**config.mk**
```make
export PLATFORM = sky130hd
export DESIGN_NAME = exec_pipe
export DESIGN_NICKNAME = d
export VERILOG_FILES = /design/src/rtl/exec_pkg.sv /design/src/rtl/exec_mul.sv /design/src/rtl/exec_pipe.sv
export SDC_FILE = /design/constraint.sdc
export NUM_CORES = 1
export LEC_CHECK = 0
export ABC_AREA = 1
export ABC_CLOCK_PERIOD_IN_PS = 4000
export BUFFER_PORTS_ARGS = -buffer_cell sky130_fd_sc_hd__buf_4
export CAP_MARGIN = 20
export CORE_ASPECT_RATIO = 1.75
export CORE_MARGIN = 4
export CORE_UTILIZATION = 45
export CTS_BUF_LIST = sky130_fd_sc_hd__clkbuf_4 sky130_fd_sc_hd__clkbuf_8
export DETAILED_ROUTE_END_ITERATION = 10
export SYNTH_ARGS = -nofsm -noshare
export SYNTH_HDL_FRONTEND = slang
export SYNTH_SLANG_ARGS = --single-unit
```
**constraint.sdc**
```tcl
create_clock -name clk -period 4 [get_ports clk]
set_clock_uncertainty 0.1 [all_clocks]
set_input_delay 0.4 -clock clk [delete_from_list [all_inputs] [get_ports clk]]
set_output_delay 0.4 -clock clk [all_outputs]
set_load 0.03 [all_outputs]
```
**src/rtl/exec_pkg.sv**
```systemverilog
// exec_pkg: op-codes, FSM encoding, carried control bundle and width helper
// shared by the execute stage and its multiplier.
package exec_pkg;
   localparam logic [3:0] OP_ADD   = 4'd0;
   localparam logic [3:0] OP_SUB   = 4'd1;
   localparam logic [3:0] OP_AND   = 4'd2;
   localparam logic [3:0] OP_OR    = 4'd3;
   localparam logic [3:0] OP_XOR   = 4'd4;
   localparam logic [3:0] OP_SLL   = 4'd5;
   localparam logic [3:0] OP_SRL   = 4'd6;
   localparam logic [3:0] OP_SRA   = 4'd7;
   localparam logic [3:0] OP_ROL   = 4'd8;
   localparam logic [3:0] OP_SLT   = 4'd9;
   localparam logic [3:0] OP_SEQ   = 4'd10;
   localparam logic [3:0] OP_SLE   = 4'd11;
   localparam logic [3:0] OP_PASSA = 4'd12;
   localparam logic [3:0] OP_PASSB = 4'd13;
   localparam logic [3:0] OP_MUL   = 4'd14;

   typedef enum logic {ST_IDLE = 1'b0, ST_MUL = 1'b1} state_e;

   typedef struct packed {
      logic regwrite;
      logic memwrite;
      logic memen;
      logic memtoreg;
      logic dump;
   } ctrl_t;

   function automatic int log2w(input int w);
      return $clog2(w);
   endfunction
endpackage

```
**src/rtl/exec_mul.sv**
```systemverilog
// exec_mul: shift-add multiplier, one multiplier bit per cycle, low WIDTH bits
// of the product; the last step is held until the consumer acknowledges it.
module exec_mul #(
   parameter int WIDTH = 16
) (
   input  logic             clk,
   input  logic             rst,
   input  logic             start_i,
   input  logic             ack_i,
   input  logic [WIDTH-1:0] a_i,
   input  logic [WIDTH-1:0] b_i,
   output logic             done_o,
   output logic [WIDTH-1:0] res_o
);
   localparam int CW = $clog2(WIDTH);

   logic             run_q;
   logic [CW-1:0]    cnt_q;
   logic [WIDTH-1:0] acc_q, mcand_q, mplier_q, acc_d;
   logic             step;

   assign acc_d  = acc_q + (mplier_q[0] ? mcand_q : '0);
   assign res_o  = acc_d;
   assign done_o = run_q && (cnt_q == CW'(WIDTH - 1));
   assign step   = run_q && !(done_o && !ack_i);

   always_ff @(posedge clk or posedge rst) begin
      if (rst) begin
         run_q    <= 1'b0;
         cnt_q    <= '0;
         acc_q    <= '0;
         mcand_q  <= '0;
         mplier_q <= '0;
      end else if (start_i) begin
         run_q    <= 1'b1;
         cnt_q    <= '0;
         acc_q    <= '0;
         mcand_q  <= a_i;
         mplier_q <= b_i;
      end else if (step && done_o) begin
         run_q <= 1'b0;
         cnt_q <= '0;
         acc_q <= '0;
      end else if (step) begin
         cnt_q    <= cnt_q + 1'b1;
         acc_q    <= acc_d;
         mcand_q  <= mcand_q << 1;
         mplier_q <= mplier_q >> 1;
      end
   end
endmodule

```
**src/rtl/exec_pipe.sv**
```systemverilog
// exec_pipe: execute stage with operand forwarding, single-cycle ALU,
// optional iterative multiplier and a valid/ready output register.
module exec_pipe
   import exec_pkg::*;
#(
   parameter int WIDTH  = 16,
   parameter int RA_W   = 3,
   parameter int MUL_EN = 1
) (
   input  logic             clk,
   input  logic             rst,
   input  logic             in_valid,
   output logic             in_ready,
   input  logic [3:0]       in_op,
   input  logic [WIDTH-1:0] in_a,
   input  logic [WIDTH-1:0] in_b,
   input  logic [RA_W-1:0]  in_rs,
   input  logic [RA_W-1:0]  in_rt,
   input  logic             in_b_is_imm,
   input  logic [RA_W-1:0]  in_rd,
   input  logic             in_regwrite,
   input  logic             in_memwrite,
   input  logic             in_memen,
   input  logic             in_memtoreg,
   input  logic             in_dump,
   input  logic             wb_fwd_en,
   input  logic [RA_W-1:0]  wb_fwd_addr,
   input  logic [WIDTH-1:0] wb_fwd_data,
   output logic             out_valid,
   input  logic             out_ready,
   output logic [WIDTH-1:0] out_res,
   output logic [WIDTH-1:0] out_store,
   output logic [RA_W-1:0]  out_rd,
   output logic             out_regwrite,
   output logic             out_memwrite,
   output logic             out_memen,
   output logic             out_memtoreg,
   output logic             out_dump,
   output logic             busy
);
   localparam int SW = log2w(WIDTH);

   state_e           state_q, state_d;
   logic             out_valid_q;
   logic [WIDTH-1:0] out_res_q, out_store_q, pend_store_q;
   logic [RA_W-1:0]  out_rd_q, pend_rd_q;
   ctrl_t            out_ctl_q, pend_ctl_q, in_ctl;
   logic [WIDTH-1:0] opa, opb, alu, mul_res;
   logic [2*WIDTH-1:0] rot;
   logic [SW-1:0]    sh;
   logic             own_ok, out_free, acc, is_mul, mul_start, mul_ack, mul_done, mul_fin;

   assign in_ctl = {in_regwrite, in_memwrite, in_memen, in_memtoreg, in_dump};

   // Loads sitting in the output register are never forwarded; upstream stalls for them.
   assign own_ok = out_valid_q && out_ctl_q.regwrite && !out_ctl_q.memtoreg;
   assign opa = (own_ok && out_rd_q == in_rs) ? out_res_q :
                (wb_fwd_en && wb_fwd_addr == in_rs) ? wb_fwd_data : in_a;
   assign opb = in_b_is_imm ? in_b :
                (own_ok && out_rd_q == in_rt) ? out_res_q :
                (wb_fwd_en && wb_fwd_addr == in_rt) ? wb_fwd_data : in_b;

   assign sh  = opb[SW-1:0];
   assign rot = {opa, opa} << sh;

   always_comb begin
      alu = '0;
      case (in_op)
         OP_ADD:   alu = opa + opb;
         OP_SUB:   alu = opa - opb;
         OP_AND:   alu = opa & opb;
         OP_OR:    alu = opa | opb;
         OP_XOR:   alu = opa ^ opb;
         OP_SLL:   alu = opa << sh;
         OP_SRL:   alu = opa >> sh;
         OP_SRA:   alu = $signed(opa) >>> sh;
         OP_ROL:   alu = rot[2*WIDTH-1:WIDTH];
         OP_SLT:   alu = {{(WIDTH-1){1'b0}}, $signed(opa) < $signed(opb)};
         OP_SEQ:   alu = {{(WIDTH-1){1'b0}}, opa == opb};
         OP_SLE:   alu = {{(WIDTH-1){1'b0}}, $signed(opa) <= $signed(opb)};
         OP_PASSA: alu = opa;
         OP_PASSB: alu = opb;
         OP_MUL:   alu = opb;
         default:  alu = '0;
      endcase
   end

   assign out_free  = !out_valid_q || out_ready;
   assign in_ready  = (state_q == ST_IDLE) && out_free;
   assign acc       = in_valid && in_ready;
   assign is_mul    = (MUL_EN != 0) && (in_op == OP_MUL);
   assign mul_start = acc && is_mul;
   assign mul_ack   = (state_q == ST_MUL) && out_free;
   assign mul_fin   = mul_done && mul_ack;

   always_comb begin
      state_d = mul_start ? ST_MUL : mul_fin ? ST_IDLE : state_q;
   end

   generate
      if (MUL_EN != 0) begin : g_mul
         exec_mul #(.WIDTH(WIDTH)) u_mul (
            .clk     (clk),
            .rst     (rst),
            .start_i (mul_start),
            .ack_i   (mul_ack),
            .a_i     (opa),
            .b_i     (opb),
            .done_o  (mul_done),
            .res_o   (mul_res)
         );
      end else begin : g_nomul
         assign mul_done = 1'b0;
         assign mul_res  = '0;
      end
   endgenerate

   always_ff @(posedge clk or posedge rst) begin
      if (rst) begin
         state_q      <= ST_IDLE;
         out_valid_q  <= 1'b0;
         out_res_q    <= '0;
         out_store_q  <= '0;
         out_rd_q     <= '0;
         out_ctl_q    <= '0;
         pend_store_q <= '0;
         pend_rd_q    <= '0;
         pend_ctl_q   <= '0;
      end else begin
         state_q <= state_d;
         if (acc && !is_mul) begin
            out_valid_q <= 1'b1;
            out_res_q   <= alu;
            out_store_q <= opb;
            out_rd_q    <= in_rd;
            out_ctl_q   <= in_ctl;
         end else if (mul_fin) begin
            out_valid_q <= 1'b1;
            out_res_q   <= mul_res;
            out_store_q <= pend_store_q;
            out_rd_q    <= pend_rd_q;
            out_ctl_q   <= pend_ctl_q;
         end else if (out_ready) begin
            out_valid_q <= 1'b0;
         end
         if (mul_start) begin
            pend_store_q <= opb;
            pend_rd_q    <= in_rd;
            pend_ctl_q   <= in_ctl;
         end
      end
   end

   assign out_valid    = out_valid_q;
   assign out_res      = out_res_q;
   assign out_store    = out_store_q;
   assign out_rd       = out_rd_q;
   assign out_regwrite = out_ctl_q.regwrite;
   assign out_memwrite = out_ctl_q.memwrite;
   assign out_memen    = out_ctl_q.memen;
   assign out_memtoreg = out_ctl_q.memtoreg;
   assign out_dump     = out_ctl_q.dump;
   assign busy         = (state_q == ST_MUL);
endmodule

```
==> out/results.txt <==
run status: finished, final reports clean
RSZ-0062 raised after global routing: yes
synthesized area: 0.0113 sq mm
starting density of the core: 45.8%
DR iter-0 viols: 1275
LEAKAGE: 0.00756 uW
final hold viol count: 0
Final Cycle Share: 97.0%
gp weighted congestion: 1.08
clock sinks: 119
GRT Overall Usage: 40.9%
power per cell area: 530 mW/mm^2
Detailed Place HPWL: 44.9 mm
Routed wire per std cell: 23.9 microns
Util after Layout: 57.2%
row cnt: 76
I/O Pins: 118
worst slew pin tran: 1.07 ns
ys async rst share: 100%
Top FF cell, synth: dfrtp_1
Die Y-Extent: 218 microns
vias: 14100
Clock Tree Buf Depth: 2
Startpoint Class: flop
CP cell instances: inv_1, nand2_1, a21oi_1, nand2_2, buf_4, or2_2, nand2_2, inv_1, buf_4, ha_1, a21oi_1, buf_4, inv_1, a21oi_1, o211ai_1, o21ai_0, nand2_1, inv_1, nand2_1, a21oi_1, nand3_1, nand2_1, a21oi_1
CTS tree: done
Synth area leaders: dfrtp_1 (26%), nand2_1 (16%), nand3_1 (12%)
Crit. End Element: flop
Max Fclk: 258 MHz
mean post-synth cell area: 6.29 sq um
register area share after synthesis: 26.3%
r2r worst-path depth: 23
first-pass GRT wire length: 84.6 mm
critical path's most frequent cell: a21oi_1
Setup Crit Path Kind: reg2reg
clk slew on worst S/H paths: 0.09 ns
Req. time, crit path: 4.25 ns
Residual DRC: 0
setup violators final: 0
Placement Setup Slack: -0.142 ns
drt pass-1 iters: 6
Die Width: 128 microns
area share of the largest cell type after synthesis: 26.3%
final slew viol count: 0
layout cells sized above 1: 19.1%
Yosys reg bits: 119
area grow syn2layout: 24.9%
total grt overflow: 0
Max FO, Critical Path: 12
total CTS buffers: 17
Synthesis Warnings: 0
Worst EP arrival: 4.12 ns
Max-Cap Viols: 0
Antenna Violating Nets Remaining: 0
core area: 0.0247 sq mm
largest net degree at the start of global routing: 75
Port-buffer cells: 117
H-Tree Depth: 4
nets@finish: 2176
synth unique cells: 47
Post-synth EDFFs: 0
min Tclk post-route: 3.88 ns
largest area contributor in the netlist: dfrtp_1
vias in the first global route: 14100
final wirelength: 56.3 mm
worst hold path class: in2async
max_slew headroom: 28.7%
Syn Nets: 1947
clk_lat worst skew: 0.47 ns
worst stage delay on the critical path: 0.42 ns
worst setup margin: 0.122 ns
Hold Slack: 0.0246 ns
routed vias/inst: 5.98
DIE AREA: 0.0279 sq mm
Worst VDD drop: 0.622 mV
CTS root buf: clkbuf_8
initial antenna violation count: 2
Cells after Synth: 1801
Hold Buf Count CTS: 0
slowest CP cell: dfrtp_1
-- state kept, by name, indices dropped and copies added (netlist names), 3 cells and up --
signal / cells
out_rd: 3
g_mul.u_mul.mcand_q: 16
g_mul.u_mul.acc_q: 16
pend_rd_q: 3
g_mul.u_mul.cnt_q: 4
pend_ctl_q: 5
out_store: 16
out_res: 16
g_mul.u_mul.mplier_q: 16
pend_store_q: 16
-- kinds of logic after synthesis --
family	after synthesis	synth area share, %
flip-flops	119	26.3
AO/OA/AOI/OAI	353	17.8
adder cells (fa/ha/maj)	71	8.04
AND/OR/NAND/NOR	952	36.3
buffers and inverters	289	10.3
XOR/XNOR	17	1.31
-- routing by layer --
metal | global-route usage, % | routed length (microns)
met2 | 67.9 | 27200
met5 | 0 | 0
met4 | 36.9 | 6480
met3 | 10.3 | 4510
met1 | 41.4 | 18200
-- placed cells by master (no fill, tap or decap), types with 4 or more instances in the layout --
cell type	synthesis	routed
xor2_1	12	12
inv_8	0	4
a31oi_1	4	4
buf_4	3	278
a21oi_1	109	103
ha_2	0	6
ha_1	68	59
nand3b_1	4	4
a21oi_2	1	7
o21ai_0	142	136
inv_6	0	4
o221ai_1	8	8
nor2_4	3	6
a22o_1	6	6
nand2_4	5	7
nand3_1	263	261
o22ai_1	23	23
clkbuf_8	0	17
xnor2_1	5	5
o21bai_1	5	4
nor2_2	5	5
nand4_1	15	15
clkinv_1	3	4
buf_12	0	7
o21ai_1	9	15
nor2_1	135	132
or2_2	4	4
o211ai_1	9	9
o21a_1	7	7
nor3_1	9	8
a21o_1	6	6
nand2_2	11	12
nand2_1	491	487
inv_1	203	200
nand3_2	4	6
inv_2	8	9
dfrtp_1	119	119
-- power by group --
part / internal [uW] / switching [uW] / total (uW)
sequential: 1690 / 418 / 2110
clock: 516 / 599 / 1110
combinational: 1450 / 2810 / 4270
total: 3660 / 3830 / 7500
-- area by class of cell --
type | count | area [sq um]
Sequential cell | 119 | 2980
Timing Repair Buffer | 285 | 2230
Multi-Input combinational cell | 1393 | 7350
Clock buffer | 17 | 234
Clock inverter | 15 | 159
Inverter | 214 | 806
Fill cell | 2550 | 10600
Tap cell | 312 | 390
Antenna cell | 2 | 5.00
-- timing repair --
item / CTS / global route
endpoints found under the hold margin: 0 / 0
gates resized for setup: 1 / 43
setup endpoints to repair: 1 / 16
setup buffers: 0 / 2
pin swaps: 0 / 3
-- stage by stage --
stage          total power, uW  instance area (sq um)  TNS (ns)  std cells
6_report                  7500                  14200         0       2357
3_3_place_gp              6160                  13600   -0.0861       2321
3_5_place_dp              6210                  13600    -0.142       2321
4_1_cts                   7350                  14000         0       2353
2_1_floorplan             4420                  11300         0       1801
5_1_grt                   7950                  14100    -0.128       2355
-- cell usage after synthesis (3+ instances only) --
| master | n |
|---|---|
| a211oi_1 | 3 |
| a21boi_0 | 3 |
| a21o_1 | 6 |
| a21oi_1 | 109 |
| a221oi_1 | 3 |
| a22o_1 | 6 |
| a31oi_1 | 4 |
| a32o_1 | 3 |
| buf_2 | 24 |
| buf_4 | 3 |
| buf_6 | 6 |
| clkbuf_1 | 42 |
| clkinv_1 | 3 |
| dfrtp_1 | 119 |
| fa_1 | 3 |
| ha_1 | 68 |
| inv_1 | 203 |
| inv_2 | 8 |
| nand2_1 | 491 |
| nand2_2 | 11 |
| nand2_4 | 5 |
| nand3_1 | 263 |
| nand3_2 | 4 |
| nand3b_1 | 4 |
| nand4_1 | 15 |
| nor2_1 | 135 |
| nor2_2 | 5 |
| nor2_4 | 3 |
| nor3_1 | 9 |
| nor4_1 | 3 |
| o2111ai_1 | 3 |
| o211ai_1 | 9 |
| o21a_1 | 7 |
| o21ai_0 | 142 |
| o21ai_1 | 9 |
| o21ai_2 | 3 |
| o21bai_1 | 5 |
| o221ai_1 | 8 |
| o22ai_1 | 23 |
| or2_2 | 4 |
| xnor2_1 | 5 |
| xor2_1 | 12 |
-- path summary, 6_finish.rpt --
check / endpoint / slack, ns / start
worst max-delay path: out_res[11]$_DFFE_PP0P_ / 0.12 / out_rd[1]$_DFFE_PP0P_
worst min-delay path: out_memwrite$_DFFE_PP0P_ / 0.02 / rst
worst max register to register: out_res[11]$_DFFE_PP0P_ / 0.12 / out_rd[1]$_DFFE_PP0P_
worst min register to register: pend_ctl_q[0]$_DFFE_PP0P_ / 0.38 / pend_ctl_q[0]$_DFFE_PP0P_
max in group asynchronous: g_mul.u_mul.acc_q[7]$_DFFE_PP0P_ / 2.95 / rst
min in group clk: pend_ctl_q[0]$_DFFE_PP0P_ / 0.03 / in_dump
-- worst max-delay path, delay by kind of cell, from the launching register on --
kind,cells,cell delay (ns)
AO/OA/AOI/OAI,7,1.17
AND/OR/NAND/NOR,8,0.96
buffers and inverters,7,0.88
flip-flops,1,0.42
adder cells (fa/ha/maj),1,0.23
Note: power is estimated with default switching activity, not from simulation.
